## config.mk

```make
export PLATFORM = sky130hd
export DESIGN_NAME = peak_frame_tx
export DESIGN_NICKNAME = d
export VERILOG_FILES = /design/src/rtl/peak_frame_tx.sv
export SDC_FILE = /design/constraint.sdc
export NUM_CORES = 1
export LEC_CHECK = 0
export CAP_MARGIN = 40
export CORE_MARGIN = 8
export CORE_UTILIZATION = 51
export CTS_CLUSTER_DIAMETER = 100
export CTS_CLUSTER_SIZE = 24
export DETAILED_ROUTE_END_ITERATION = 8
export GPL_TIMING_DRIVEN = 1
export MAX_ROUTING_LAYER = met4
export PLACE_DENSITY = 0.75
export SLEW_MARGIN = 25
export SYNTH_ARGS = -nofsm -noshare
export SYNTH_HDL_FRONTEND = slang
export SYNTH_SLANG_ARGS = --single-unit
```

## constraint.sdc

```tcl
create_clock -name clk -period 1.82 [get_ports clk]
set_input_delay 0.182 -clock clk [delete_from_list [all_inputs] [get_ports clk]]
set_output_delay 0.182 -clock clk [all_outputs]
set_load 0.02 [all_outputs]
```

## src/rtl/peak_frame_tx.sv

```systemverilog
// Peak frame transmitter.
// Serialises one captured set of 9-bit peaks into a byte frame for a UART:
// header, sequence number, two bytes per peak (high bit first) and an XOR
// checksum. A one-deep pending slot absorbs a peak set arriving mid-frame;
// anything beyond that is dropped and flagged on the sticky overrun output.
module peak_frame_tx #(
  parameter int          MAXIMAS_COUNT = 11,
  parameter logic [7:0]  HEADER_BYTE   = 8'hA5
) (
  input  logic       clk,
  input  logic       reset,
  input  logic [8:0] peaks_in [MAXIMAS_COUNT],
  input  logic       peaks_valid,
  input  logic       tx_ready,
  output logic [7:0] tx_data,
  output logic       tx_valid,
  output logic       busy,
  output logic       frame_done,
  output logic       overrun
);

  localparam int IDX_W = (MAXIMAS_COUNT > 1) ? $clog2(MAXIMAS_COUNT) : 1;
  localparam logic [IDX_W-1:0] LAST_IDX = IDX_W'(MAXIMAS_COUNT - 1);

  typedef enum logic [2:0] {
    IDLE,
    HEADER,
    SEQ,
    PEAK_HI,
    PEAK_LO,
    CHECKSUM
  } state_t;

  state_t           r_state;
  state_t           w_nextState;

  logic [8:0]       r_active  [MAXIMAS_COUNT];
  logic [8:0]       r_pending [MAXIMAS_COUNT];
  logic             r_pendFull;
  logic             r_overrun;
  logic [7:0]       r_seq;
  logic [7:0]       r_csum;
  logic [IDX_W-1:0] r_peakIdx;

  logic             w_xfer;
  logic             w_ckXfer;
  logic             w_lastPeak;
  logic             w_startIdle;
  logic             w_loadPend;
  logic             w_loadNew;
  logic             w_storePend;
  logic             w_drop;
  logic [8:0]       w_curPeak;

  // A byte leaves only when we present one and the sink takes it.
  assign w_xfer      = (r_state != IDLE) && tx_ready;
  assign w_ckXfer    = (r_state == CHECKSUM) && tx_ready;
  assign w_lastPeak  = (r_peakIdx == LAST_IDX);

  // Frame starts: fresh set while idle, queued set after a checksum, or a
  // fresh set arriving exactly as the checksum leaves with nothing queued.
  assign w_startIdle = (r_state == IDLE) && peaks_valid;
  assign w_loadPend  = w_ckXfer && r_pendFull;
  assign w_loadNew   = w_startIdle || (w_ckXfer && !r_pendFull && peaks_valid);

  // A set arriving mid-frame is queued if the slot is free, otherwise lost.
  // The checksum-accept cycle with a free slot is handled by w_loadNew.
  assign w_storePend = peaks_valid && (r_state != IDLE) && !r_pendFull && !w_ckXfer;
  assign w_drop      = peaks_valid && (r_state != IDLE) && r_pendFull;

  assign w_curPeak   = r_active[r_peakIdx];

  // State register, cleared by the synchronous active-low reset.
  always_ff @(posedge clk) begin
    if (!reset) begin
      r_state <= IDLE;
    end else begin
      r_state <= w_nextState;
    end
  end

  // Next-state logic: every non-idle state advances only on a transfer.
  always_comb begin
    w_nextState = r_state;
    case (r_state)
      IDLE: begin
        if (peaks_valid) w_nextState = HEADER;
      end
      HEADER: begin
        if (tx_ready) w_nextState = SEQ;
      end
      SEQ: begin
        if (tx_ready) w_nextState = PEAK_HI;
      end
      PEAK_HI: begin
        if (tx_ready) w_nextState = PEAK_LO;
      end
      PEAK_LO: begin
        if (tx_ready) w_nextState = w_lastPeak ? CHECKSUM : PEAK_HI;
      end
      CHECKSUM: begin
        if (tx_ready) w_nextState = (r_pendFull || peaks_valid) ? HEADER : IDLE;
      end
      default: begin
        w_nextState = IDLE;
      end
    endcase
  end

  // Output byte mux; driven purely from registered state so it holds while stalled.
  always_comb begin
    tx_data = 8'h00;
    case (r_state)
      HEADER:   tx_data = HEADER_BYTE;
      SEQ:      tx_data = r_seq;
      PEAK_HI:  tx_data = {7'b0, w_curPeak[8]};
      PEAK_LO:  tx_data = w_curPeak[7:0];
      CHECKSUM: tx_data = r_csum;
      default:  tx_data = 8'h00;
    endcase
  end

  assign tx_valid   = (r_state != IDLE);
  assign busy       = (r_state != IDLE);
  assign frame_done = w_ckXfer;
  assign overrun    = r_overrun;

  // Peak index walks the active buffer once per PEAK_LO transfer.
  always_ff @(posedge clk) begin
    if (!reset) begin
      r_peakIdx <= '0;
    end else if (w_xfer && (r_state == PEAK_LO)) begin
      r_peakIdx <= w_lastPeak ? '0 : r_peakIdx + 1'b1;
    end
  end

  // Sequence number advances once per completed frame, wrapping naturally.
  always_ff @(posedge clk) begin
    if (!reset) begin
      r_seq <= 8'h00;
    end else if (w_ckXfer) begin
      r_seq <= r_seq + 8'h01;
    end
  end

  // Checksum starts at the header value, so only bytes after the header fold in.
  always_ff @(posedge clk) begin
    if (!reset) begin
      r_csum <= 8'h00;
    end else if (w_loadNew || w_loadPend) begin
      r_csum <= HEADER_BYTE;
    end else if (w_xfer && ((r_state == SEQ) || (r_state == PEAK_HI) || (r_state == PEAK_LO))) begin
      r_csum <= r_csum ^ tx_data;
    end
  end

  // Active buffer snapshot: later input changes never reach a captured frame.
  always_ff @(posedge clk) begin
    if (!reset) begin
      for (int i = 0; i < MAXIMAS_COUNT; i++) r_active[i] <= 9'h000;
    end else if (w_loadPend) begin
      r_active <= r_pending;
    end else if (w_loadNew) begin
      r_active <= peaks_in;
    end
  end

  // Pending slot contents, written only when the slot is free.
  always_ff @(posedge clk) begin
    if (!reset) begin
      for (int i = 0; i < MAXIMAS_COUNT; i++) r_pending[i] <= 9'h000;
    end else if (w_storePend) begin
      r_pending <= peaks_in;
    end
  end

  // Pending slot occupancy: emptied when its set becomes the active frame.
  always_ff @(posedge clk) begin
    if (!reset) begin
      r_pendFull <= 1'b0;
    end else if (w_loadPend) begin
      r_pendFull <= 1'b0;
    end else if (w_storePend) begin
      r_pendFull <= 1'b1;
    end
  end

  // Sticky overrun flag; only reset clears it.
  always_ff @(posedge clk) begin
    if (!reset) begin
      r_overrun <= 1'b0;
    end else if (w_drop) begin
      r_overrun <= 1'b1;
    end
  end

endmodule

```

# --- Yosys cells after proc, flatten, opt, wreduce, memory -nomap -nowiden ---
# Cells that the tools add are included.
totals:
  regBits: 223
  in_bits: 103
  wordCells: 91
op_classes:
  add_sub_neg: 2
  n_lt_le_gt_ge: 1
  eq_ne: 12
  muxes: 18
  n_bitwise: 3
  n_reduce_logical: 26
ops:
  columns: ["cell", "count"]
  rows:
  - ["99-bit 2-to-1 mux", 2]
  - ["8-bit case mux with 5 select lines", 1]
  - ["9-bit binary-select mux with 4-bit select", 1]
  - ["3-bit 2-to-1 mux", 7]
  - ["9-bit 2-to-1 mux", 2]
  - ["3-bit case mux with 6 select lines", 1]
  - ["8-bit 2-to-1 mux", 2]
  - ["1-bit logical AND", 12]
  - ["2-bit != test, second input constant", 6]
  - ["8-bit by 1-bit adder with 8-bit output, second input constant", 1]
  - ["8-bit XOR", 1]
  - ["3-bit by 2-bit equality test with 1-bit output, second input constant", 2]
  - ["3-bit equality test, second input constant", 2]
  - ["6-bit AND reduction", 1]
  - ["5-bit greater-or-equal comparator, second input constant", 1]
  - ["1-bit logical OR", 5]
  - ["4-bit NOT with 5-bit output", 1]
  - ["4-bit by 1-bit adder with 4-bit output, second input constant", 1]
  - ["4-bit equality test, second input constant", 1]
  - ["4-bit 2-to-1 mux", 1]
  - ["2-bit nonzero test", 2]
  - ["2-bit OR reduction", 2]
  - ["3-bit by 1-bit equality test with 1-bit output, second input constant", 1]
  - ["3-bit logical NOT", 1]
  - ["other kinds (4)", 5]

# --- Logic depth before layout (Yosys ltp) ---
# Gate-level depths: netlist of the first run.
depth:
  depth_word: 8
  depth_mapped: 10
  mapped_depth_nobuf: 6

# --- Worst setup path before layout of the first run ---
# OpenSTA, ideal clock, no wires.
synth_timing:
  kind: "reg2reg"
  from: "reg r_peakIdx[0]"
  to: "reg r_csum[0]"
  setup_ps: 88
  arrival_time_ps: 1859
  setup_slack_ps: -127
  path_stages_with_launch: 8
  n_path_buf: 1
  cell_sequence: "dfxtp_1 -> buf_6 -> mux2_1 -> a22oi_1 -> o32a_1 -> nand4_1 -> and3_1 -> nor4_2"
synth_between:
  elab_chain_cells: 8
synth_rtl:
  columns: ["element", "line", "rtl"]
  rows:
  - ["start: declaration", "43", "logic [IDX_W-1:0] r_peakIdx;"]
  - ["start signal: assignment", "133", "r_peakIdx <= w_lastPeak ? '0 : r_peakIdx + 1'b1;"]
  - ["4-bit NOT with 5-bit output (implied by the code)", "71", "assign w_curPeak = r_active[r_peakIdx];"]
  - ["9-bit binary-select mux with 4-bit select", "71", null]
  - ["9-bit 2-to-1 mux (implied by the code) (2 in series)", "71", null]
  - ["8-bit case mux with 5 select lines", "113", "case (r_state)"]
  - ["net tx_data[0]", "15", "output logic [7:0] tx_data,"]
  - ["8-bit XOR", "153", "r_csum <= r_csum ^ tx_data;"]
  - ["8-bit 2-to-1 mux", "152", "end else if (w_xfer && ((r_state == SEQ) || (r_state == PEAK_HI) || (r_state == PEAK_LO))) begin"]
  - ["8-bit 2-to-1 mux", "150", "end else if (w_loadNew || w_loadPend) begin"]
  - ["end signal: assignment", "153", null]
  - ["end: declaration", "42", "logic [7:0] r_csum;"]
# The timed path passes the listed nets, and every way through them passes these cells. The select of a mux whose other input is x is not followed.
# A chain may end at the register's enable or synchronous reset.

# --- Final worst setup path of the first run ---
layout_timing:
  from: "reg r_peakIdx[1]"
  to: "out tx_data[0]"
layout_between:
  elab_chain_cells: 5
layout_rtl:
  columns: ["element", "line"]
  rows:
  - ["4-bit NOT with 5-bit output (implied by the code)", "71"]
  - ["9-bit binary-select mux with 4-bit select", "71"]
  - ["9-bit 2-to-1 mux (implied by the code) (2 in series)", "71"]
  - ["8-bit case mux with 5 select lines", "113"]
  - ["end: declaration", "15"]
# Every way passes these cells. The select of a mux whose other input is x is not followed.

==> results by group, run 1 <==
Worst hold path
  • Worst Hold Class: in2reg
  • WHS Endpoint: r_pending[61]$_SDFFE_PN0P_
  • Hold Crit Start: peaks_in[61]
  • Worst hold stages: 3

Setup path
  • FF-to-FF setup slack: -790 ps
  • Endpoint type of the worst setup path: output pin
  • Slowest stage cell, crit path: a22oi_2
  • CP delay by family, top: buffers and inverters
  • Crit-path cells: clkbuf_16, buf_6, and4bb_2, buf_8, a22oi_2, o32a_1, nand4_1, buf_6
  • Most used cell, CP: buf_6
  • CP Max Fanout: 8
  • WP data arrival: about 2700 ps
  • Critical Path Max Stage Delay: between 400 and 500 ps
  • WS Path Type: reg2out
  • Reg2Reg Depth: 10
  • WP data required: between 1500 and 2000 ps
  • R2r startpoint: r_peakIdx[1]$_SDFFE_PN0P_
  • Reg2reg end: r_csum[0]$_SDFFE_PN0P_
  • Buf+Inv Stages, Crit Path: 4
  • Crit path launch type: register

Synthesis
  • Syn_area_per_cell: 8.069 um2
  • Synth top area share: roughly 44%
  • Ys flop type: dfxtp_1
  • Syn Std Cell Area: approximately 10000 um2
  • Top post-synthesis cells by area: dfxtp_1 44%, nand2_1 12%, a311oi_1 8.5%
  • Sequential share of the synthesized area: between 40% and 50%
  • Post-synth EDFFs: 0
  • Netlist cell types: 59
  • Syn Inst Count: 1265
  • Synth warn: 0
  • Post-synthesis register bit count: 223
  • Dominant cell type by area after synthesis: dfxtp_1
  • Syn_nets: 1369
  • Asr flop ratio synth: 0%

Power and ir drop
  • PwrDens: around 850 nW/um2
  • VDD IR-drop max: ~740 uV
  • Final Total Pwr: 13.80 mW
  • Leakage: ~6.2 nW

Timing
  • Setup violations, final: between 200 and 250
  • Worst Tran Pin Value: approximately 760 ps
  • Final Hold Vio Count: 0
  • RSZ-0062 raised after global routing: yes
  • Max Clock Freq: roughly 0.35 GHz
  • Slew Viols, Final: 0
  • Tightest slew margin relative to the limit: about half
  • Final Worst Setup Slack: -1011 ps
  • Sum Neg Setup Slack: -27520 ps
  • Final clock skew: slightly below 40 ps
  • Final period util: 155.5%
  • Final hold slack: approximately 270 ps
  • Fin crit period: ~2800 ps

CTS
  • Clk sink count: approximately 220
  • Num CTS Buffers: 13
  • Root buf cell: clkbuf_16
  • Clk buf depth: 3
  • Clock insertion delay at the later pin of the skew report: 510 ps
  • # H-tree levels: 1
  • TritonCTS clock tree: yes
  • Clock transition at path regs: 120 ps

Floorplanning
  • Horiz. Die Dim: approximately 160 um
  • Initial Util: a little over half
  • Core footprint: around 20000 um2
  • Ports: ~120
  • Row count: 51
  • Die H: 157.5 um
  • Die Area: roughly 25000 um2

Routing
  • ANT nets after route: 0
  • Vias: roughly 12000
  • # DRC: 0
  • Drt first pass iters: 6
  • Via density: 6.941
  • Drt total wl: between 40 and 50 mm
  • Routed WL per cell: between 20 and 30 um
  • DRT iter0 DRCs: between 1000 and 1500

Place
  • I/O Buffers: roughly 110
  • Setup slack after placement: -619.5 ps
  • GP Congestion: between 0.9 and 1
  • DPL Wire Length: 21.23 mm
  • Inst Count DP: 1631

Global route
  • Gr usage total: around 27%
  • Total global routing overflow: 0
  • Vias in the first global route: 9771
  • Largest net degree at the start of global routing: 70
  • Antenna violations before repair: 0
  • Global-route wire length before repair: roughly 53 mm

Run status
  • Failing checks: negative setup slack
  • Outcome: complete, but fails checks

Layout
  • Layout Cells excl Fill: 1742
  • Commonest non-fill, non-tap cell in the layout: nand2_1
  • Share of cells above drive strength 1: between 40% and 50%
  • Final net count: 1579
  • Area grow syn2layout: 59.37%
  • # diodes: 0
  • Commonest non-fill, non-tap cells in the layout: 233 x nand2_1, 217 x dfxtp_1, 106 x nand3_1

Flow run
  • Max-Cap Viols: 0
registers in the layout, indices dropped and copies added, names as in the netlist:
name / flops
r_pendFull: 1
r_peakIdx: 4
overrun: 1
r_state: 3
r_csum: 8
r_seq: 8
r_active: 99
r_pending: 99
where the power goes:
part / switching, mW / total (mW) / internal (mW) / leakage (nW)
Clock: 1.76 / 3.11 / 1.35 / 0.174
Sequential: 0.569 / 5.94 / 5.37 / 1.83
Combinational: 2.45 / 4.75 / 2.30 / 4.20
Total: 4.78 / 13.8 / 9.02 / 6.20
stage by stage:
stage,instance area (um2),util [%]
after floorplan,10220,-
after global placement,12320,63.11
after detailed placement,12320,63.11
after CTS,13440,68.84
after global routing,16270,83.31
final,16270,83.31
cell type report:
class / count / area (um2)
clock buffers: 15 / 332.8
fillers: 928 / 3259
clock inverters: 2 / 25.02
flip-flops and latches: 223 / 4484
multi-input cells: 917 / 7127
well taps: 265 / 331.6
repair buffers: 316 / 3944
inverters: 4 / 22.52
repair_timing:
action,4_1_cts,5_1_grt
buffers inserted,27,46
hold buffers,0,0
hold endpoints to repair,0,0
cloned,11,23
resized for setup,130,529
endpoints found under the setup margin,223,223
pin swaps,28,269
logic make-up after synthesis:
kind of cell | share of synthesized area, %
mux | 6.031
buf+inv | 5.773
xor+xnor | 1.115
compound gates | 18.69
fa+ha+maj | 0.1226
simple gates | 24.53
flops | 43.74
worst register-to-register path, delay by kind of cell, from the launching register on:
kind / cells / cell delay, ps
buffers and inverters: 4 / 660
AOI/OAI and AO/OA: 2 / 630
DFF: 1 / 390
and+or+nand+nor: 4 / 830
cells in the mapped netlist, types with 2 or more instances:
| cell | number |
|---|---|
| or2_1 | 4 |
| o21ai_0 | 16 |
| buf_4 | 8 |
| nand2b_1 | 4 |
| mux4_2 | 11 |
| nor2_2 | 2 |
| nand3b_1 | 3 |
| inv_1 | 3 |
| nand3_1 | 106 |
| nor2_1 | 123 |
| mux2i_4 | 3 |
| nor3_1 | 5 |
| nor3b_1 | 3 |
| mux2_2 | 7 |
| nand2_1 | 324 |
| mux2i_1 | 12 |
| xor2_1 | 10 |
| clkbuf_1 | 72 |
| nand4_1 | 3 |
| buf_6 | 5 |
| buf_2 | 33 |
| a2bb2oi_1 | 4 |
| xnor2_1 | 3 |
| a2111oi_4 | 2 |
| and2_1 | 2 |
| dfxtp_1 | 223 |
| a311oi_1 | 99 |
| mux4_1 | 3 |
| o21a_1 | 3 |
| and3_1 | 3 |
| a22oi_1 | 11 |
| o211ai_1 | 7 |
| nor2b_1 | 6 |
| a211oi_2 | 2 |
| mux2_1 | 2 |
| a21o_1 | 2 |
| buf_1 | 2 |
| a21oi_1 | 112 |
| o32a_1 | 2 |
layer usage:
layer	vias up	GRT usage (%)	share of wire (%)
met5	-	-	0
met4	0	8.386	7.9
met3	358	3.729	12
met2	1088	44.14	47
met1	5781	34.33	34
li1	4864	-	-
worst max path at each step:
stage | start | to | slack (ps) | cells after the start
after global placement | r_peakIdx[1]$_SDFFE_PN0P_ | tx_data[1] | -600 | 8
after global routing | r_peakIdx[1]$_SDFFE_PN0P_ | tx_data[0] | -1060 | 8
after floorplan | r_peakIdx[0]$_SDFFE_PN0P_ | r_csum[0]$_SDFFE_PN0P_ | 10 | 7
after detailed placement | r_peakIdx[1]$_SDFFE_PN0P_ | tx_data[1] | -620 | 8
final | r_peakIdx[1]$_SDFFE_PN0P_ | tx_data[0] | -1010 | 8
after CTS | r_peakIdx[1]$_SDFFE_PN0P_ | tx_data[1] | -670 | 8
Power figures use the tool's default switching activity.
==> run 2, diff against run 1 <==
Settings changed: PLACE_DENSITY 0.75 to 0.76, SLEW_MARGIN 25 to 20.
Clock period 1.82 ns to 2.6 ns, I/O delays scaled along.
==> results by group, run 2 (synthesis results as in run 1) <==
Run status
  • Outcome: complete, no violations

CTS
  • Clk buf depth: 3
  • TritonCTS clock tree: yes
  • Num CTS Buffers: 13
  • Hold buffers post-CTS: 0
  • Root buf cell: clkbuf_16
  • Clock transition at path regs: roughly 100 ps
  • Clock insertion delay at the later pin of the skew report: about 500 ps
  • Clk sink count: 223
  • # H-tree levels: 1

Timing
  • Setup violations, final: 0
  • Final Hold Vio Count: 0
  • Final period util: 98.22%
  • Worst Tran Pin Value: roughly 760 ps
  • Tightest slew margin relative to the limit: 49.05%
  • Final clock skew: roughly 28 ps
  • Max Clock Freq: a little under 0.4 GHz
  • RSZ-0062 raised after global routing: yes
  • Slew Viols, Final: 0
  • Fin crit period: approximately 2600 ps
  • Final Worst Setup Slack: 46.38 ps
  • Sum Neg Setup Slack: 0 ps

Setup path
  • Reg2reg end: r_pending[89]$_SDFFE_PN0P_
  • Reg2Reg Depth: 7
  • Endpoint type of the worst setup path: output pin
  • Crit path launch type: register
  • WS Path Type: reg2out
  • R2r startpoint: r_state[1]$_SDFFE_PN0P_
  • WP data arrival: about 2300 ps
  • FF-to-FF setup slack: 170 ps
  • WP data required: ~2300 ps
  • CP Max Fanout: 6

Routing
  • ANT nets after route: 0
  • # DRC: 0
  • Highest metal used: met4
  • DRT iter0 DRCs: between 800 and 900
  • Vias: 9311
  • Met1 wire length: between 10 and 15 mm
  • Drt first pass iters: 5
  • Via density: approximately 6
  • Drt total wl: between 20 and 30 mm
  • Routed WL per cell: approximately 18 um
  • DR WL met2: approximately 14 mm
  • Detail Route met3 WL: about 1.6 mm

Global route
  • Global-route wire length before repair: around 46 mm
  • Antenna violations before repair: 0
  • Vias in the first global route: about 8500
  • Largest net degree at the start of global routing: 115
  • Total global routing overflow: 0
  • Gr usage total: 23.54%

Place
  • Setup slack after placement: 41.31 ps
  • I/O Buffers: approximately 110
  • Inst Count DP: ~1600
  • DPL Wire Length: roughly 19 mm
  • GP Congestion: between 0.9 and 1

Worst hold path
  • WHS Endpoint: r_pending[49]$_SDFFE_PN0P_
  • Hold Crit Start: peaks_in[49]
  • Worst Hold Class: in2reg
  • Worst hold stages: 3

Layout
  • Commonest non-fill, non-tap cell in the layout: nand2_1
  • Commonest non-fill, non-tap cells in the layout: 323 x nand2_1, 219 x dfxtp_1, 122 x nor2_1
  • Share of cells above drive strength 1: about a tenth
  • Largest regs: r_active (99), r_pending (99)
  • # diodes: 0
  • Fillers: 1731
  • Final net count: ~1400
  • Area grow syn2layout: 18.87%
  • Layout Cells excl Fill: 1596

Floorplanning
  • Row count: 51
  • Die Area: approximately 25000 um2
  • Initial Util: between 50% and 60%
  • Ports: 115
  • Die H: 157.5 um
  • Horiz. Die Dim: 157.5 um
  • Core footprint: 19530 um2

Power and ir drop
  • Final Total Pwr: between 7 and 8 mW
  • VDD IR-drop max: 412.7 uV
  • PwrDens: around 630 nW/um2
  • Leakage: around 4.3 nW

Flow run
  • Max-Cap Viols: 0
==> run 2: worst max-delay path, cell delays in order, from the launching register on <==
cell and delay (ps):
dfxtp_4 390, buf_12 130, mux4_2 500, mux2i_1 150
or2_1 180, a21oi_2 60, a21oi_1 120, o21ai_1 100
buf_4 170
==> run 2: how the worst max path moves through the flow <==
stage | from | to | slack [ps] | cells after the start
final | r_peakIdx[0]$_SDFFE_PN0P_ | tx_data[6] | 50 | 8
after global routing | r_peakIdx[0]$_SDFFE_PN0P_ | tx_data[6] | -60 | 8
after CTS | r_peakIdx[1]$_SDFFE_PN0P_ | tx_data[4] | -30 | 8
after detailed placement | r_peakIdx[1]$_SDFFE_PN0P_ | tx_data[4] | 40 | 8
after global placement | r_peakIdx[1]$_SDFFE_PN0P_ | tx_data[4] | 80 | 8
after floorplan | r_peakIdx[0]$_SDFFE_PN0P_ | tx_data[1] | 650 | 7
==> run 2: what timing repair did <==
item	CTS	global route
gates cloned	1	0
pin swaps	3	11
setup endpoints to repair	9	9
resized for setup	46	19
setup buffers	4	10
==> run 2: metal layers <==
layer | vias to the layer above | GRT usage, %
met1 | 4405 | 31.79
met3 | 44 | 3.290
met4 | 0 | 6.346
met2 | 311 | 36.41
met5 | - | -
li1 | 4551 | -
==> run 2: report_power, final <==
group | internal, mW | total, mW | switching (mW)
logic | 0.651 | 1.51 | 0.856
clock network | 0.937 | 2.08 | 1.15
registers | 3.76 | 4.04 | 0.285
==> run 2: final cells by class <==
type / count / area [um2] / share of cell area [%]
flip-flops and latches: 223 / 4477 / 36.90
repair buffers: 171 / 1742 / 14.35
clock inverters: 2 / 28.78 / 0.2372
multi-input cells: 917 / 5205 / 42.90
clock buffers: 14 / 329.1 / 2.712
well taps: 265 / 331.6 / 2.733
inverters: 4 / 20.02 / 0.1650
==> run 2: metrics by stage <==
step | util, % | area [um2] | hold WS, ps
2_1_floorplan | - | 10210 | 377.5
4_1_cts | 61.49 | 12010 | 330.3
5_1_grt | 62.14 | 12130 | 341.9
3_3_place_gp | 59.34 | 11590 | 442.2
3_5_place_dp | 59.34 | 11590 | 446.9
6_report | 62.14 | 12130 | 340.4
==> patch (config.mk and constraints of run 1) <==
Re-encode `state_t` (6 states) as Gray code, 3 bits wide.
--- a/src/rtl/peak_frame_tx.sv
+++ b/src/rtl/peak_frame_tx.sv
@@ -23,12 +23,12 @@
   localparam logic [IDX_W-1:0] LAST_IDX = IDX_W'(MAXIMAS_COUNT - 1);
 
   typedef enum logic [2:0] {
-    IDLE,
-    HEADER,
-    SEQ,
-    PEAK_HI,
-    PEAK_LO,
-    CHECKSUM
+    IDLE     = 3'b000,
+    HEADER   = 3'b001,
+    SEQ      = 3'b011,
+    PEAK_HI  = 3'b010,
+    PEAK_LO  = 3'b110,
+    CHECKSUM = 3'b111
   } state_t;
 
   state_t           r_state;
Behaviour: same outputs for any inputs over 10 cycles, from zero or initial values and one cycle with reset low; not proved beyond that.
==> patch against run 1 <==
The flow now stops in global routing (5_1_grt). Synthesized area down 1.8%.
==> patch: results (changes against run 1) <==
- Outcome: aborted with a tool error
- Exit stage: global routing (5_1_grt)
- Err: [ERROR GRT-0232] Routing congestion too high. Check the congestion heatmap in the GUI.
- Total track usage: 0.687
- GRT Residual Overflow: 8
- Root buf cell: clkbuf_16
- Port Buffers: 114 (unchanged)
- Worst endpoint type: primary output
- Hold Buf Count CTS: 0 (unchanged)
- Synth Area in Compound Gates: 0.183 (-0.00393)
- Largest net degree at the start of global routing: 54
- Seq/Total Area, Yosys: 0.445 (+0.00803)
- Yosys warnings: 0 (unchanged)
- Largest cells by area after synthesis: dfxtp_1 (45%), nand2_1 (12%), a311oi_1 (8.7%)
- CTS buffer count: 13 (unchanged)
- Largest family of logic cells by synthesized area: simple AND/OR/NAND/NOR gates
- Syn_nets: 1363 (-0.44%)
- GRT worst endpoint: tx_data[2]
- Synth Area in Adders: 0.00125 (+0.0000225)
- Count of cell types in the netlist: 51 (-14%)
- GPL Wtd Cong: 0.909 (-5.2%)
- Post-synth top cells: nand2_1 (315), dfxtp_1 (223), a21oi_1 (121)
- Dpl hpwl: 21000 um (-0.92%)
- H-tree depth: 1 (unchanged)
- Clk sinks: 223 (unchanged)
- Antenna violations before repair: 8
- Placed inst area: 0.0120 mm2 (-2.5%)
- FFs w/ async S/R, synth: 0 (unchanged)
- Mux cell area share after synthesis: 0.0595 (-0.000766)
- Xor/xnor cell area share of the yosys netlist: 0.00961 (-0.00154)
- CTS Buffer Depth: 3 (unchanged)
## patch: changes by cell type after synthesis, moves of 6 or more
| cell | delta |
|---|---|
| nor2_1 | -7 |
| o21ai_0 | +6 |
| nor3_1 | +6 |
| nand2_1 | -9 |
| a21oi_1 | +9 |
| mux2i_1 | +6 |
## patch: through the flow
step | setup TNS (ns) | worst slack [ns] | std cells
2_1_floorplan | -0.146 | -0.0280 | 1259
3_3_place_gp | -51.80 | -0.544 | 1605
3_5_place_dp | -53.26 | -0.592 | 1605
4_1_cts | -58.84 | -0.696 | 1747
## patch: cells by family after synthesis
logic type,Yosys count
compound gates,275
xor+xnor,11
fa+ha+maj,1
buf+inv,128
flops,223
mux,41
simple gates,580
## patch: repair_timing
action,in CTS
setup buffers,76
setup endpoints to repair,217
gates resized for setup,425
pin swaps,163
gates cloned,52
## patch: metal layers
layer / overflow / global-route usage
met5: - / -
met2: 3 / 0.829
met4: 4 / 0.627
met3: 1 / 0.571
met1: 0 / 0.666
